**src/rtl/stage_modify_fwd.sv**
```systemverilog
`default_nettype none
// ==== stage_modify_fwd : INC/DEC-by-delta cell stage, same-cell forwarding, 2-entry skid output ====
// ==== Rev 1.0 ====
module stage_modify_fwd #(
  parameter int D_WIDTH     = 8,
  parameter int DELTA_WIDTH = 4,
  parameter int SATURATE    = 0,
  parameter int OPCODE_MSB  = 7,
  parameter int OP_INC      = 0,
  parameter int OP_DEC      = 1,
  parameter int OP_IN       = 2,
  parameter int OP_OUT      = 3
) (
  input  logic                   clk,
  input  logic                   reset,
  input  logic [D_WIDTH-1:0]     a_in,
  input  logic [DELTA_WIDTH-1:0] delta_in,
  input  logic [OPCODE_MSB:0]    operation_in,
  input  logic                   same_cell_in,
  input  logic                   in_valid,
  output logic                   in_ready,
  output logic [D_WIDTH-1:0]     a,
  output logic [OPCODE_MSB:0]    operation,
  output logic                   out_valid,
  input  logic                   out_ready
);

  logic [D_WIDTH-1:0]    a_q, a_d, skid_a_q, skid_a_d, last_result_q, last_result_d;
  logic [OPCODE_MSB:0]   operation_q, operation_d, skid_op_q, skid_op_d;
  logic                  out_valid_q, out_valid_d, skid_valid_q, skid_valid_d;
  logic                  fwd_ok_q, fwd_ok_d;

  logic                  accept;
  logic                  use_fwd;
  logic [D_WIDTH-1:0]    src;
  logic [D_WIDTH:0]      delta_ext, sum, diff;
  logic [D_WIDTH-1:0]    result;
  logic                  op_known;

  assign in_ready  = ~skid_valid_q;
  assign accept    = in_valid & in_ready;
  assign a         = a_q;
  assign operation = operation_q;
  assign out_valid = out_valid_q;

  // IN always takes fresh input data, so it never consumes the forwarded value.
  always_comb begin
    use_fwd   = same_cell_in & fwd_ok_q & ~operation_in[OP_IN];
    src       = use_fwd ? last_result_q : a_in;
    delta_ext = '0;
    delta_ext[DELTA_WIDTH-1:0] = delta_in;
    sum       = {1'b0, src} + delta_ext;
    diff      = {1'b0, src} - delta_ext;
    op_known  = operation_in[OP_INC] | operation_in[OP_DEC] |
                operation_in[OP_IN]  | operation_in[OP_OUT];
    result    = '0;
    if (operation_in[OP_INC]) begin
      result = ((SATURATE != 0) && sum[D_WIDTH]) ? '1 : sum[D_WIDTH-1:0];
    end else if (operation_in[OP_DEC]) begin
      result = ((SATURATE != 0) && diff[D_WIDTH]) ? '0 : diff[D_WIDTH-1:0];
    end else if (operation_in[OP_IN]) begin
      result = a_in;
    end else if (operation_in[OP_OUT]) begin
      result = src;
    end
  end

  always_comb begin
    last_result_d = last_result_q;
    fwd_ok_d      = fwd_ok_q;
    if (accept) begin
      last_result_d = result;
      fwd_ok_d      = op_known;
    end
  end

  // Output register refills from the skid first to keep FIFO order.
  always_comb begin
    a_d          = a_q;
    operation_d  = operation_q;
    out_valid_d  = out_valid_q;
    skid_a_d     = skid_a_q;
    skid_op_d    = skid_op_q;
    skid_valid_d = skid_valid_q;
    if (!out_valid_q || out_ready) begin
      if (skid_valid_q) begin
        a_d          = skid_a_q;
        operation_d  = skid_op_q;
        out_valid_d  = 1'b1;
        skid_valid_d = 1'b0;
      end else begin
        out_valid_d = accept;
        if (accept) begin
          a_d         = result;
          operation_d = operation_in;
        end
      end
    end else if (accept) begin
      skid_a_d     = result;
      skid_op_d    = operation_in;
      skid_valid_d = 1'b1;
    end
  end

  always_ff @(posedge clk or posedge reset) begin
    if (reset) begin
      a_q           <= '0;
      operation_q   <= '0;
      out_valid_q   <= 1'b0;
      skid_a_q      <= '0;
      skid_op_q     <= '0;
      skid_valid_q  <= 1'b0;
      fwd_ok_q      <= 1'b0;
      last_result_q <= '0;
    end else begin
      a_q           <= a_d;
      operation_q   <= operation_d;
      out_valid_q   <= out_valid_d;
      skid_a_q      <= skid_a_d;
      skid_op_q     <= skid_op_d;
      skid_valid_q  <= skid_valid_d;
      fwd_ok_q      <= fwd_ok_d;
      last_result_q <= last_result_d;
    end
  end

endmodule
`default_nettype wire

```
**config.mk**
```make
export PLATFORM = sky130hd
export DESIGN_NAME = stage_modify_fwd
export DESIGN_NICKNAME = d
export VERILOG_FILES = /design/src/rtl/stage_modify_fwd.sv
export SDC_FILE = /design/constraint.sdc
export NUM_CORES = 1
export LEC_CHECK = 0
export ABC_AREA = 1
export BUFFER_PORTS_ARGS = -buffer_cell sky130_fd_sc_hd__buf_2
export CAP_MARGIN = 10
export CORE_ASPECT_RATIO = 1.1
export CORE_MARGIN = 2
export CORE_UTILIZATION = 35
export CTS_CLUSTER_DIAMETER = 200
export CTS_CLUSTER_SIZE = 10
export DETAILED_ROUTE_END_ITERATION = 10
export GPL_TIMING_DRIVEN = 0
export HOLD_SLACK_MARGIN = 0.08
export PLACE_DENSITY = 0.63
export SLEW_MARGIN = 0
export SYNTH_ARGS = -nofsm -noshare
export SYNTH_HDL_FRONTEND = slang
export SYNTH_SLANG_ARGS = --single-unit
export TNS_END_PERCENT = 20
```
**constraint.sdc**
```tcl
create_clock -name clk -period 4.37 [get_ports clk]
set_clock_uncertainty 0.1 [all_clocks]
set_input_delay 0.2185 -clock clk [delete_from_list [all_inputs] [get_ports clk]]
set_output_delay 0.2185 -clock clk [all_outputs]
set_load 0.05 [all_outputs]
```
==> results of run 1 <==
worst max-delay path, cell delays in order, from the launching register on:
cell                      delay, ns
sky130_fd_sc_hd__dfrtp_1       0.43
sky130_fd_sc_hd__nand3_2       0.16
sky130_fd_sc_hd__buf_6         0.18
sky130_fd_sc_hd__o21ai_1       0.28
sky130_fd_sc_hd__ha_1          0.29
sky130_fd_sc_hd__buf_2         0.17
sky130_fd_sc_hd__inv_1         0.09
sky130_fd_sc_hd__a21oi_1       0.07
sky130_fd_sc_hd__o21ai_0       0.41
sky130_fd_sc_hd__nand2_1       0.10
sky130_fd_sc_hd__nand2_1       0.07
sky130_fd_sc_hd__nand3_1       0.06
sky130_fd_sc_hd__nand2_1       0.16
sky130_fd_sc_hd__nand2_1       0.07
sky130_fd_sc_hd__nand2_1       0.08
sky130_fd_sc_hd__nand2_1       0.05
where the power goes:
part / internal [mW] / switching [mW]
Combinational: 0.140 / 0.337
Sequential: 0.481 / 0.0418
Clock: 0.124 / 0.132
cell type report:
class	count	area [um2]	area share
Multi-Input combinational cell	269	1355	0.4284
Buffer	15	76.32	0.02413
Sequential cell	43	1076	0.3402
Tap cell	87	108.9	0.03441
Clock buffer	6	82.58	0.02611
Inverter	45	168.9	0.05340
Clock inverter	1	5.005	0.001582
Timing Repair Buffer	49	290.3	0.09177
routing by layer:
layer | routed length, um | track usage | vias to the layer above
li1 | - | - | 1288
met1 | 3137 | 0.2265 | 1088
met2 | 3003 | 0.2778 | 66
met3 | 346 | 0.03002 | 12
met4 | 138 | 0.05897 | 0
met5 | 0 | 0 | -
registers in the layout, summed over array words and instances, names as in the netlist:
name	cells
out_valid	1
fwd_ok_q	1
skid_a_q	8
skid_op_q	8
last_result_q	8
a	8
skid_valid_q	1
operation	8
cells by family after synthesis:
group	share of synthesized area
adders and majority gates	0.05704
and+or+nand+nor	0.2969
AOI/OAI and AO/OA	0.1459
buffers and inverters	0.09163
xor gates and xnor gates	0.006546
DFF	0.4021
path summary, 6_finish.rpt:
check                                    end  cells past startpoint
worst max-delay path                    a[6]                     15
worst min-delay path            operation[3]                      3
worst max register to register          a[6]                     15
worst min register to register  skid_op_q[4]                      2
max in group asynchronous        skid_a_q[4]                      4
min in group asynchronous       operation[6]                      4
cells in the final DEF, fill, tap and decap left out, types with 4 or more instances in the layout:
cell type,n
sky130_fd_sc_hd__a21oi_1,22
sky130_fd_sc_hd__a31oi_1,8
sky130_fd_sc_hd__buf_2,49
sky130_fd_sc_hd__clkbuf_1,5
sky130_fd_sc_hd__clkbuf_8,6
sky130_fd_sc_hd__dfrtp_1,43
sky130_fd_sc_hd__dlygate4sd3_1,6
sky130_fd_sc_hd__ha_1,9
sky130_fd_sc_hd__inv_1,38
sky130_fd_sc_hd__inv_2,6
sky130_fd_sc_hd__nand2_1,123
sky130_fd_sc_hd__nand2_4,4
sky130_fd_sc_hd__nand3_1,16
sky130_fd_sc_hd__nand4_1,4
sky130_fd_sc_hd__nor2_1,31
sky130_fd_sc_hd__o21ai_0,20
sky130_fd_sc_hd__o21ai_1,10
sky130_fd_sc_hd__o21ai_2,4
through the flow:
stage / setup slack (ns) / hold WS (ns) / power [mW] / cells / util
global placement: 1.599 / 0.3441 / 0.9923 / 501 / 0.4030
floorplan: 1.955 / 0.2351 / 0.8826 / 372 / -
CTS: 1.509 / 0.08708 / 1.266 / 515 / 0.4256
detailed placement: 1.513 / 0.1743 / 1.005 / 502 / 0.4057
finish: 1.487 / 0.09557 / 1.255 / 515 / 0.4256
global route: 1.219 / 0.1022 / 1.345 / 515 / 0.4256
==> results.yml, run 1 <==
outcome:
  result_of_the_run: "finished clean"
grt:
  grt_pass1_vias: 2291
  pin_count_of_the_biggest_net_entering_global_routing: 44
  grt_overflow: 0
  grt.total_usage: 0.1699
  grt_first_pass_wirelength_mm: 11.10
  grt_antenna_before_repair: 0
logic_synthesis:
  synthMostInstantiatedCell: "sky130_fd_sc_hd__nand2_1"
  yosys.area.top_type_share: 0.4021
  number_of_enable_flip_flop_cells_after_synthesis: 0
  post_synthesis_cell_count: 372
  ffs_w_async_s_r_synth: 1.000
  yosys_register_bits: 43
  yosysUniqueCellTypes: 33
  ys_top_cells_by_area: "sky130_fd_sc_hd__dfrtp_1 (40%), sky130_fd_sc_hd__nand2_1 (17%), sky130_fd_sc_hd__inv_1 (5.5%)"
  synth-warning-count: 0
  yosys-top-cells-count: "sky130_fd_sc_hd__nand2_1 (123), sky130_fd_sc_hd__dfrtp_1 (43), sky130_fd_sc_hd__inv_1 (39)"
  synth_area_leader_cell: "sky130_fd_sc_hd__dfrtp_1"
  syn-mean-instance-area_um2: 7.194
  synth-seq-area-share: 0.4021
  synthesis.area_um2: 2676
  postSynthNetCount: 408
  synth_top_flop_cell: "sky130_fd_sc_hd__dfrtp_1"
clock_tree:
  clock_latency_ns: 0.29
  tritoncts: "yes"
  post_cts_resized: 0
  cts.htree.levels: 2
  cts-hold-fix-buffers: 6
  cts.repair_timing.setup_buffer_count: 0
  cts_inserted_buffers: 5
  cts.reportedPaths.clkPinSlew_ns: 0.08
  clock_sinks: 43
  max-clock-path-buffers: 2
  clock-root-buffer: "sky130_fd_sc_hd__clkbuf_8"
die:
  placement_rows: 33
  die_w_um: 87.38
  design.die.area_um2: 8363
  design.core.area_um2: 7432
  initial_core_util: 0.3601
  ios: 43
  fp.dieH_um: 95.72
worst_setup_path:
  timing.reg2reg.setup_slack_ns: 1.49
  setup.worst_path.class: "register to register"
  worstPathArrival_ns: 2.97
  timing.critical_path.fanout_max: 10
  setup.worst_path.end_class: "register"
  worstReg2RegStart: "fwd_ok_q"
  setup.worst_path.start_class: "register"
  timing.critical_path.from: "fwd_ok_q"
  cp.required_ns: 4.46
drt:
  vias_per_cell: 4.765
  wl_per_cell_um: 12.87
  dr.pass1.iters: 4
  via_total_after_detailed_routing: 2454
  final_antenna_net_count: 0
  drt_drc_violations_left: 0
  detail_route.iter0.violations: 113
  drt-total-wl_mm: 6.626
power:
  static_leakage_nw: 1.657
  power_density_nw_per_um2: 396.8
  max-vdd-ir-drop_mv: 0.1012
sta:
  fmax_ghz: 0.3469
  timing.final.crit_period_ns: 2.883
  timing.final.max_slew_violations: 0
  final_worst_path_period_share: 0.6597
  setup_total_negative_slack_ns: 0
  worst_pin_slew_ns: 0.5174
  final-hold-violation-count: 0
  final-setup-viol-count: 0
  grt_setup_unrepaired: "false"
  max_slew_margin: 0.6550
worst_hold_path:
  hold_path.class: "input pin to register"
  worstHoldStart: "operation_in[3]"
finish:
  final_net_count: 464
  flow.area_growth_from_synthesis_pct: 18.19
  layout.filler_cells: 783
  layout.cell_area.non_filler_um2: 3163
  antennaDiodeCount: 0
  fraction_of_final_layout_cells_sized_beyond_drive_strength_1: 0.1916
place:
  placement.io_buffers: 42
  placed_instance_area_um2: 3015
  gp_congestion: 0.8702
  hpwl_mm: 5.039
job:
  drv.max_cap_violation_count: 0
No activity file was read; power rests on OpenSTA's default activity.
==> run 2: changes to the inputs <==
Settings changed: PLACE_DENSITY 0.63 to 0.65.
Clock period 4.37 ns to 2.6 ns, I/O delays scaled along.
==> run 2 against run 1 <==
Net effect: via count grew 4.3%; utilization grew 2.4 points; sequential power grew 67%; power grew 80%; worst hold slack lost 0.0083 ns; sequential cell count is the same; largest cell class unchanged; highest routed layer unchanged.
==> results.yml, run 2 (synthesis results as in run 1) <==
worst_setup_path:
  timing.reg2reg.setup_slack_ns: 0.14
  worstReg2RegStart: "fwd_ok_q"
  crit_path_frequent_cell: "sky130_fd_sc_hd__nand2_1"
  reg2regPathDepth: 21
  cp_max_stage_delay_ns: 0.41
  cp.required_ns: 2.70
  timing.critical_path.fanout_max: 5
  critical_path.n_buffers_inverters: 2
  cp_num_cells: 21
  setup.worst_path.end_class: "register"
  setup.worst_path.class: "register to register"
  timing.critical_path.from: "fwd_ok_q"
  crit_path_cell_trace: "nand2_2, nor2_4, nand2_1, nand2_2, inv_2, ha_2, fa_2, inv_1, nand2_1, nand2_1, nand2_1, nand2_2, nor2_4, nand2_1, nand2_1, nand3_1, nand2_1, nand2_2, nand2_1, nand2_1, nand2_1"
  setup.worst_path.start_class: "register"
  setup.worst_path.end: "a[6]"
  critical_path.slowest_cell: "sky130_fd_sc_hd__dfrtp_1"
  crit-reg2reg-capture: "a[6]"
  worstPathArrival_ns: 2.57
  cpLargestDelayFamily: "simple AND/OR/NAND/NOR gates"
power:
  power_density_nw_per_um2: 678.0
  static_leakage_nw: 1.714
  fin_total_pwr_mw: 2.265
  max-vdd-ir-drop_mv: 0.2364
drt:
  drt-total-wl_mm: 6.745
  final_antenna_net_count: 0
  detail_route.iter0.violations: 185
  via_total_after_detailed_routing: 2559
  drt_drc_violations_left: 0
  wl_per_cell_um: 12.87
  vias_per_cell: 4.884
  dr.pass1.iters: 4
clock_tree:
  cts.htree.levels: 2
  clock_sinks: 43
  cts_inserted_buffers: 5
  clock_latency_ns: 0.30
  max-clock-path-buffers: 2
  cts.reportedPaths.clkPinSlew_ns: 0.09
  tritoncts: "yes"
  clock-root-buffer: "sky130_fd_sc_hd__clkbuf_8"
finish:
  layout.filler_cells: 762
  antennaDiodeCount: 0
  mostFrequentLayoutCells: "sky130_fd_sc_hd__nand2_1 (116), sky130_fd_sc_hd__buf_2 (48), sky130_fd_sc_hd__dfrtp_1 (43)"
  final_net_count: 472
  fraction_of_final_layout_cells_sized_beyond_drive_strength_1: 0.2403
  layout_commonest_cell: "sky130_fd_sc_hd__nand2_1"
  flow.area_growth_from_synthesis_pct: 24.82
grt:
  pin_count_of_the_biggest_net_entering_global_routing: 33
  grt_pass1_vias: 2438
  grt.total_usage: 0.1715
  grt_antenna_before_repair: 0
  grt_first_pass_wirelength_mm: 11.30
  grt_overflow: 0
die:
  design.core.area_um2: 7432
  fp.dieH_um: 95.72
  placement_rows: 33
  ios: 43
  initial_core_util: 0.3601
  design.die.area_um2: 8363
  die_w_um: 87.38
place:
  gp_congestion: 0.8896
  hpwl_mm: 4.982
  placement.io_buffers: 42
  dp_worst_setup_slack_ns: -0.1820
worst_hold_path:
  hold_path.class: "input pin to register"
  worstHoldStart: "operation_in[2]"
sta:
  setup_ws_ns: 0.1366
  timing.final.max_slew_violations: 0
  final-setup-viol-count: 0
  final_worst_path_period_share: 0.9475
  worst_pin_slew_ns: 0.4946
  final-hold-violation-count: 0
  grt_setup_unrepaired: "true"
  timing.final.crit_period_ns: 2.463
  fmax_ghz: 0.4059
  max_slew_margin: 0.6703
job:
  drv.max_cap_violation_count: 0
outcome:
  result_of_the_run: "finished clean"
==> run 2: through the flow <==
| stage | instance area [um2] | hold WS [ns] | instances | utilization | TNS, ns |
|---|---|---|---|---|---|
| finish | 3341 | 0.08730 | 524 | 0.4495 | 0 |
| global route | 3341 | 0.1002 | 524 | 0.4495 | -0.03066 |
| CTS | 3263 | 0.08928 | 522 | 0.4391 | -0.002829 |
| detailed placement | 3015 | -0.01693 | 502 | 0.4057 | -0.8556 |
| global placement | 2995 | 0.2550 | 501 | 0.4030 | -0.5721 |
| floorplan | 2676 | 0.1466 | 372 | - | 0 |
==> run 2: worst min path at each step <==
stage / to / slack, ns / cells after the start
2_1_floorplan: skid_op_q[4] / 0.15 / 2
3_3_place_gp: skid_op_q[4] / 0.26 / 3
3_5_place_dp: skid_op_q[7] / -0.02 / 2
4_1_cts: fwd_ok_q / 0.09 / 3
5_1_grt: fwd_ok_q / 0.10 / 3
6_report: fwd_ok_q / 0.09 / 3
==> run 2: where the power goes <==
| part | internal, mW | total, mW | switching, mW |
|---|---|---|---|
| combinational | 0.257 | 0.844 | 0.587 |
| sequential | 0.808 | 0.876 | 0.0679 |
| clock | 0.311 | 0.545 | 0.234 |
| total | 1.38 | 2.26 | 0.889 |
==> run 2: worst register-to-register path, delay by kind of cell, from the launching register on <==
| kind | cells | cell delay, ns |
|---|---|---|
| simple gates | 17 | 1.22 |
| fa+ha+maj | 2 | 0.54 |
| flops | 1 | 0.41 |
| buf+inv | 2 | 0.10 |
==> run 2: cell type report <==
cell class	count	area [um2]	area share
repair buffers	57	360.3	0.1079
well taps	87	108.9	0.03258
clock buffers	6	82.58	0.02472
flip-flops and latches	43	1076	0.3221
clock inverters	2	35.03	0.01049
inverters	45	168.9	0.05056
multi-input cells	269	1430	0.4281
plain buffers	15	78.83	0.02360
==> run 2: what timing repair did <==
action                                  in CTS  in global routing
endpoints found under the setup margin      12                 13
pin swaps                                    0                  4
setup buffers                                2                  2
gates resized for setup                      5                 20
hold buffers                                10                  0
endpoints found under the hold margin       55                  0
==> run 2: per-layer routing <==
layer	wire [um]	vias up	part of all wire	GRT usage
met1	3169	1159	0.47	0.2280
met4	163	0	0.024	0.06538
met3	316	11	0.047	0.02830
met5	0	-	0	0
li1	-	1310	-	-
met2	3095	79	0.46	0.2797
